## src/rtl/pkt_ctrl_tdma.sv

```systemverilog
// EER-RL node controller: registered packet decode pulses, TDMA slot counter,
// and a carrier-sense / random-backoff transmit FSM that gates the radio.
module pkt_ctrl_tdma #(
  parameter int WORD_WIDTH   = 16,
  parameter int NUM_SLOTS    = 8,
  parameter int MAX_HOPS     = 4,
  parameter int CCA_CYCLES   = 4,
  parameter int MAX_RETRIES  = 3,
  parameter int BACKOFF_BITS = 4
) (
  input  logic                  clk,
  input  logic                  rst,
  input  logic                  pkt_valid,
  input  logic [2:0]            fPacketType,
  input  logic [WORD_WIDTH-1:0] fHopsFromCH,
  input  logic [WORD_WIDTH-1:0] fChosenCH,
  input  logic [WORD_WIDTH-1:0] destinationID,
  input  logic [WORD_WIDTH-1:0] myNodeID,
  input  logic                  role,
  input  logic [WORD_WIDTH-1:0] chosenCH,
  input  logic                  iHaveData,
  input  logic                  channel_clear,
  input  logic                  slot_tick,
  input  logic [WORD_WIDTH-1:0] myTimeslot,
  input  logic                  tx_done,
  output logic                  en_KCH,
  output logic                  en_MNI,
  output logic                  en_QTU_FMB,
  output logic                  en_neighborTable,
  output logic                  en_reward,
  output logic                  iAmDestination,
  output logic                  okToSend,
  output logic                  tx_fail,
  output logic [WORD_WIDTH-1:0] slot_cnt
);

  localparam int CW = (CCA_CYCLES > 1) ? $clog2(CCA_CYCLES) : 1;
  localparam int RW = (MAX_RETRIES > 0) ? $clog2(MAX_RETRIES + 1) : 1;
  localparam int BW = BACKOFF_BITS + 1;
  localparam logic [CW-1:0]         CCA_LAST  = CW'(CCA_CYCLES - 1);
  localparam logic [RW-1:0]         RETRY_MAX = RW'(MAX_RETRIES);
  localparam logic [WORD_WIDTH-1:0] SLOT_LAST = WORD_WIDTH'(NUM_SLOTS - 1);
  localparam logic [WORD_WIDTH-1:0] HOPS_LIM  = WORD_WIDTH'(MAX_HOPS);

  typedef enum logic [2:0] {
    IDLE, WAIT_SLOT, SENSE, BACKOFF, SEND, FAIL
  } state_t;

  state_t                  state_q, state_d;
  logic [CW-1:0]           cca_q, cca_d;
  logic [RW-1:0]           retry_q, retry_d;
  logic [BW-1:0]           bo_q, bo_d;
  logic [WORD_WIDTH-1:0]   slot_q, slot_d, slot_nxt;
  logic [15:0]             lfsr_q, lfsr_d;
  logic [5:0]              dec_q, dec_d;
  logic [BW-1:0]           bo_load;
  logic                    in_slot;
  logic                    match, dest;
  logic                    t_hb, t_che, t_inv, t_mr, t_cht, t_data, t_sos;

  always_ff @(posedge clk or posedge rst) begin
    if (rst) begin
      state_q <= IDLE;
      cca_q   <= '0;
      retry_q <= '0;
      bo_q    <= '0;
      slot_q  <= '0;
      lfsr_q  <= 16'hACE1;
      dec_q   <= '0;
    end else begin
      state_q <= state_d;
      cca_q   <= cca_d;
      retry_q <= retry_d;
      bo_q    <= bo_d;
      slot_q  <= slot_d;
      lfsr_q  <= lfsr_d;
      dec_q   <= dec_d;
    end
  end

  // Packet decode; reserved type 111 matches no flag so everything stays low
  always_comb begin
    match  = (fChosenCH == chosenCH);
    dest   = (destinationID == myNodeID);
    t_hb   = (fPacketType == 3'b000);
    t_che  = (fPacketType == 3'b001);
    t_inv  = (fPacketType == 3'b010);
    t_mr   = (fPacketType == 3'b011);
    t_cht  = (fPacketType == 3'b100);
    t_data = (fPacketType == 3'b101);
    t_sos  = (fPacketType == 3'b110);
    dec_d  = '0;
    if (pkt_valid) begin
      dec_d[5] = t_inv;
      dec_d[4] = t_hb | t_che | (t_cht & dest);
      dec_d[3] = (t_mr | t_data | t_sos) & match;
      dec_d[2] = (t_mr | t_data | t_sos) & match;
      dec_d[1] = t_hb
               | (t_inv & (fHopsFromCH < HOPS_LIM))
               | ((t_mr | t_cht) & role)
               | ((t_data | t_sos) & (dest | iHaveData));
      dec_d[0] = dest & (fPacketType != 3'b111);
    end
  end

  always_comb begin
    slot_nxt = (slot_q == SLOT_LAST) ? '0 : slot_q + 1'b1;
    slot_d   = slot_tick ? slot_nxt : slot_q;
    in_slot  = (slot_q == myTimeslot);
    lfsr_d   = {lfsr_q[14:0], lfsr_q[15] ^ lfsr_q[13] ^ lfsr_q[12] ^ lfsr_q[10]};
    bo_load  = {1'b0, lfsr_q[BACKOFF_BITS-1:0]} + BW'(1);
  end

  always_comb begin
    state_d = state_q;
    cca_d   = cca_q;
    retry_d = retry_q;
    bo_d    = bo_q;
    case (state_q)
      IDLE: begin
        retry_d = '0;
        cca_d   = '0;
        if (iHaveData) state_d = WAIT_SLOT;
      end
      WAIT_SLOT: begin
        if (!iHaveData) begin
          state_d = IDLE;
        end else if (in_slot) begin
          state_d = SENSE;
          cca_d   = '0;
        end
      end
      SENSE: begin
        // Slot exit outranks both the clear and busy outcomes
        if (slot_tick && (slot_nxt != myTimeslot)) begin
          state_d = WAIT_SLOT;
          cca_d   = '0;
        end else if (channel_clear) begin
          if (cca_q == CCA_LAST) state_d = SEND;
          else                   cca_d   = cca_q + 1'b1;
        end else if (retry_q == RETRY_MAX) begin
          state_d = FAIL;
        end else begin
          retry_d = retry_q + 1'b1;
          bo_d    = bo_load;
          state_d = BACKOFF;
        end
      end
      BACKOFF: begin
        if (!in_slot) begin
          state_d = WAIT_SLOT;
          cca_d   = '0;
        end else if (bo_q == BW'(1)) begin
          state_d = SENSE;
          cca_d   = '0;
        end else begin
          bo_d = bo_q - 1'b1;
        end
      end
      SEND: begin
        if (tx_done) begin
          state_d = IDLE;
          retry_d = '0;
        end
      end
      FAIL: begin
        state_d = IDLE;
        retry_d = '0;
      end
      default: state_d = IDLE;
    endcase
  end

  assign {en_KCH, en_MNI, en_QTU_FMB, en_neighborTable, en_reward, iAmDestination} = dec_q;
  assign okToSend = (state_q == SEND);
  assign tx_fail  = (state_q == FAIL);
  assign slot_cnt = slot_q;

endmodule

```

## config.mk

```make
export PLATFORM = sky130hd
export DESIGN_NAME = pkt_ctrl_tdma
export DESIGN_NICKNAME = d
export VERILOG_FILES = /design/src/rtl/pkt_ctrl_tdma.sv
export SDC_FILE = /design/constraint.sdc
export NUM_CORES = 1
export LEC_CHECK = 0
export CAP_MARGIN = 20
export CORE_ASPECT_RATIO = 1.4
export CORE_UTILIZATION = 43
export CTS_CLUSTER_SIZE = 40
export DETAILED_ROUTE_END_ITERATION = 16
export PLACE_DENSITY = 0.79
export SYNTH_ARGS = -nofsm -noshare
export SYNTH_HDL_FRONTEND = slang
export SYNTH_SLANG_ARGS = --single-unit
```

## constraint.sdc

```tcl
create_clock -name clk -period 3.27 [get_ports clk]
set_clock_uncertainty 0.1 [all_clocks]
set_input_delay 0.4905 -clock clk [delete_from_list [all_inputs] [get_ports clk]]
set_output_delay 0.4905 -clock clk [all_outputs]
set_load 0.1 [all_outputs]
```

# Yosys cells after proc, flatten, opt, wreduce, memory -nomap -nowiden
# Cells that the tools add are included.
[totals] ff_bits=50 inputBits=107 output_inout_bits=24 wordCells=109
[classes] add_sub_neg=5 magnitude_cmp=1 eq_ne=34 n_mux=32 n_bitwise=19 n_reduce_logical=11
[op_table] operator="16-bit == test" n=3
[op_table] operator="3-bit two-way mux" n=10
[op_table] operator="5-bit two-way mux" n=5
[op_table] operator="2-bit two-way mux" n=11
[op_table] operator="2-bit inequality test, second input constant" n=9
[op_table] operator="16-bit by 1-bit adder with 16-bit output, second input constant" n=1
[op_table] operator="16-bit by 3-bit == test with 1-bit output, second input constant" n=1
[op_table] operator="16-bit by 3-bit less-than comparator with 1-bit output, second input constant" n=1
[op_table] operator="16-bit two-way mux" n=1
[op_table] operator="16-bit inequality test" n=1
[op_table] operator="3-bit == test, second input constant" n=5
[op_table] operator="3-bit inequality test, second input constant" n=5
[op_table] operator="3-bit one-hot mux with 5 select lines" n=1
[op_table] operator="3-bit by 2-bit == test with 1-bit output, second input constant" n=4
[op_table] operator="6-bit AND reduction" n=2
[op_table] operator="1-bit bitwise OR" n=10
[op_table] operator="5-bit one-hot mux with 2 select lines" n=1
[op_table] operator="5-bit AND reduction" n=2
[op_table] operator="2-bit one-hot mux with 4 select lines" n=1
[op_table] operator="1-bit AND" n=6
[op_table] operator="3-bit by 1-bit == test with 1-bit output, second input constant" n=2
[op_table] operator="3-bit logical NOT" n=2
[op_table] operator="6-bit two-way mux" n=1
[op_table] operator="2-bit one-hot mux with 3 select lines" n=1
[op_table] operator="other kinds (12)" n=16

# Depth between registers and ports, before layout
[logic_depth] word_depth=6 mapped_depth=10 mapped_depth_nobuf=9

# Worst setup path before layout
# Ideal clock, no wire load.
[synth_timing] path_type="register to register" startpoint="register slot_q[1], in the netlist slot_cnt[1]" endpoint="register state_q[0]" setup_ns=0.124 arrival_ns=3.343 required_time_ns=3.046 path_slack_ns=-0.297 stages_incl_launch_ff=10 n_path_buf=0 period_less_slack_ns=3.567 path_cell_list="dfrtp_1 ha_1 or3b_1 and3_1 o32ai_1 o2111ai_1 or2_0 o21a_1 or4_1 a211o_1"
[synth_via] elab_chain_len=6 elab_cells_between_ends=13 classes_between="add/sub: 1; eq/ne: 6; mux: 4; reduce/logical: 2"
[synth_lines] element="from (decl)" line_no="53" source="logic [WORD_WIDTH-1:0] slot_q, slot_d, slot_nxt;"
[synth_lines] element="from (signal assigned)" line_no="75" source="slot_q <= slot_d;"
[synth_lines] element="16-bit by 1-bit adder with 16-bit output or 16-bit by 3-bit == test with 1-bit output (tied branches)" line_no="107" source="slot_nxt = (slot_q == SLOT_LAST) ? '0 : slot_q + 1'b1;"
[synth_lines] element="16-bit two-way mux" line_no="107"
[synth_lines] element="16-bit inequality test" line_no="135" source="if (slot_tick && (slot_nxt != myTimeslot)) begin"
[synth_lines] element="1-bit logical AND" line_no="135"
[synth_lines] element="4-bit inequality test (no line) or 3-bit two-way mux (tied branches)"
[synth_lines] element="5-bit AND reduction (no line) or 3-bit one-hot mux with 5 select lines (tied branches)"
[synth_lines] element="to (signal assigned)" line_no="71" source="state_q <= state_d;"
[synth_lines] element="to (decl)" line_no="49" source="state_t state_q, state_d;"
# Parallel ways exist; a longest one is shown, timed or not.
# A chain may end at the register's enable or synchronous reset.

# Worst setup path after layout
[layout_timing] startpoint="register slot_q[2], in the netlist slot_cnt[2]" endpoint="register state_q[0]"
# Same word-level chain as after synthesis.

==> metrics.csv <==
stage,metric,value,unit
status,outcome,finished clean,
synth,netlist_area,0.003442,mm^2
placed_design,dp.cells,596,
drt,wl_per_cell,16.08,um
timing,rsz0062_at_grt,no,
grt,grt_pass1_wl,15960,um
synth,syn_inst,371,
synth,ys_warn_count,0,
clock_network,cts_resized,0,
placed_design,pre_cts_ws,23.16,ps
timing,finalHoldViolCount,0,
hold_path,hold_path_class,flip-flop to flip-flop,
die,initial_core_util,0.4441,
grt,grtUsageTotal,0.2438,
drt,drtIter0Drc,165,
power_and_ir_drop,ir_drop,0.3725,mV
clock_network,postCtsSetupRepairBufs,0,
setup_path,cp_max_fo,12,
power_and_ir_drop,comb_power_share,0.476,
clock_network,clk_latency,300,ps
die,coreArea,0.007750,mm^2
finish,nFillCells,661,
timing,tightest_slew,543.7,ps
finish,design_area,0.004932,mm^2
setup_path,path_class,flip-flop to flip-flop,
grt,grt_max_degree,27,
synth,synth_edf_count,0,
die,num_io_pins,131,
die,die-height,107.9,um
clock_network,postCtsHoldBufs,0,
synth,synth_cell_type_count,67,
finish,multi_input_area,0.002077,mm^2
placed_design,place_area,0.004812,mm^2
drt,dr_wl_met2,5079,um
synth,syn-mean-instance-area,9.278,um^2
power_and_ir_drop,power_density,493.7,mW/mm^2
placed_design,post-dp-hpwl,7978,um
power_and_ir_drop,switchingPower,1047,uW
die,die_area,0.008372,mm^2
synth,synth_flop_cell,dfrtp_1,
finish,drive_above_1_share,0.1488,
setup_path,cp-end-kind,flip-flop,
drt,wl_met3,700,um
synth,ys_top_cells_by_area,"dfrtp_1, xnor2_1, dfstp_2",
grt,grt-ovfl-total,0,
drt,viasPerCell,5.558,
grt,antenna_found_initial,1,
power_and_ir_drop,seq_power_share,0.340,
finish,area_growth,43.29,%
power_and_ir_drop,internal_power,1387,uW
synth,yosysSeqAreaShare,0.3591,
power_and_ir_drop,sw_frac_of_total,0.4302,
drt,drc,0,
clock_network,cts_buffers,5,
placed_design,port_buffers,128,
clock_network,cts_tree,yes,
setup_path,startpoint_type,flip-flop,
clock_network,cts.sinks,49,
timing,finalCriticalPeriod,3039,ps
finish,ff_latch_area,0.001239,mm^2
timing,maxSlewViolCount,0,
clock_network,path_clk_slew,100,ps
flow_run,cap_violations,0,
timing,max_freq,329.0,MHz
die,rows,38,
power_and_ir_drop,p_clk_frac,0.184,
synth,synth_top_area_share,0.2981,
power_and_ir_drop,leakagePower,0.002026,uW
drt,wl,9744,um
finish,nNetsFinal,616,
die,die_w,77.62,um
setup_path,crit_required,3360,ps
drt,wl_met1,3724,um
drt,drt_first_pass_iters,6,
clock_network,htreeDepth,2,
drt,top_layer_used,met4,
clock_network,clockBufferDepth,2,
timing,relSlewSlack,0.6342,
clock_network,cts.root.buffer_cell,clkbuf_8,
placed_design,place_congestion,0.9473,
synth,yosys_register_bits,49,
finish,stdcell_count,606,
drt,vias,3368,
timing,fin_crit_sh,0.9295,
setup_path,cp.arrival,3130,ps
drt,antenna_left,0,
synth,yosysTopAreaCell,dfrtp_1,
synth,ys_async_sr_fraction,1.000,
timing,setup_viol,0,
grt,grt_pass1_vias,3445,
timing,fin_ws,230.6,ps
synth,syn_nets,484,
timing,tns,0,ps
## flip-flops by register name, summed over array words and instances (netlist names)
name / flops
bo_q: 5
cca_q: 2
state_q: 3
dec_q: 5
retry_q: 2
lfsr_q: 16
slot_cnt: 16
## through the flow
stage	hold WS (ps)	utilization	total power, uW
finish	263.0	0.6364	2435
global placement	236.8	0.6209	1952
global route	270.3	0.6358	2573
detailed placement	244.4	0.6209	1993
floorplan	231.2	-	1627
CTS	266.3	0.6358	2441
## worst max-delay path, cell delays in order (launching register included)
cell     delay [ps]
dfrtp_1         640
nand4_2         310
or4_1           490
a31oi_1         290
nand4_1         160
o21a_1          240
or4_1           400
a211o_1         300
## kinds of logic after synthesis
kind of cell               share of synthesized area
AOI/OAI and AO/OA                             0.1232
xor gates and xnor gates                      0.1858
adders and majority gates                    0.02181
buffers and inverters                        0.03890
DFF                                           0.3591
muxes                                        0.02036
and+or+nand+nor                               0.2508
## placed cells by master, fill, tap and decap left out, types with 3 or more instances in the layout
| cell type | Yosys | final |
|---|---|---|
| dfstp_2 | 8 | 8 |
| o31ai_1 | 4 | 4 |
| nand3_1 | 13 | 13 |
| nand4_1 | 15 | 15 |
| nand2b_1 | 4 | 4 |
| nor3_1 | 6 | 6 |
| nand2_1 | 29 | 29 |
| nor2_1 | 31 | 31 |
| a22oi_1 | 3 | 3 |
| nor4_1 | 11 | 11 |
| inv_1 | 10 | 9 |
| buf_4 | 3 | 39 |
| and3_1 | 6 | 6 |
| o21ai_0 | 10 | 10 |
| clkdlybuf4s50_1 | 0 | 104 |
| a31oi_1 | 5 | 5 |
| dfrtp_1 | 41 | 39 |
| xor2_1 | 14 | 14 |
| ha_1 | 6 | 6 |
| xnor2_1 | 59 | 59 |
| clkbuf_8 | 0 | 5 |
| mux2i_1 | 7 | 7 |
| o22a_1 | 3 | 3 |
| a21oi_1 | 12 | 12 |
## metal layers
metal  up-vias  track usage
met1      1574       0.2663
met2       178       0.4627
met4         0      0.08221
met5         -            0
met3        21      0.04746
li1       1595            -
## final cells by class
class | count | share of cell area
Multi-Input combinational cell | 294 | 0.4211
Antenna cell | 2 | 0.001015
Timing Repair Buffer | 143 | 0.2704
Tap cell | 100 | 0.02537
Inverter | 10 | 0.007610
Clock buffer | 5 | 0.01395
Sequential cell | 49 | 0.2511
Clock inverter | 3 | 0.009386
## cells in the mapped netlist (3+ instances only)
master and number:
a31oi_1 5, and3_1 6, dfrtp_1 41, nand4_1 15
inv_1 10, o22a_1 3, xnor2_1 59, mux2i_1 7
buf_4 3, nand2_1 29, clkbuf_1 5, dfstp_2 8
nor2_1 31, nand3_1 13, nand2b_1 4, nor4_1 11
a22oi_1 3, o21ai_0 10, a21oi_1 12, o31ai_1 4
buf_2 8, nor3_1 6, xor2_1 14, ha_1 6
## worst paths after layout
check,from,to,slack (ps),cells past startpoint
max,slot_cnt[2],state_q[0],230,7
min,lfsr_q[9],lfsr_q[10],260,0
max reg2reg,slot_cnt[2],state_q[0],230,7
min reg2reg,lfsr_q[9],lfsr_q[10],260,0
max in group asynchronous,rst,slot_cnt[1],2030,3
min in group asynchronous,rst,slot_cnt[12],430,2
## power groups by stage
stage	registers, uW	clock network (uW)	logic [uW]
after floorplan	1010	0	621
after detailed placement	836	0	1160
after CTS	825	455	1160
final	828	449	1160
after global routing	840	480	1250
after global placement	828	0	1120
(Power assumes the default switching activity.)
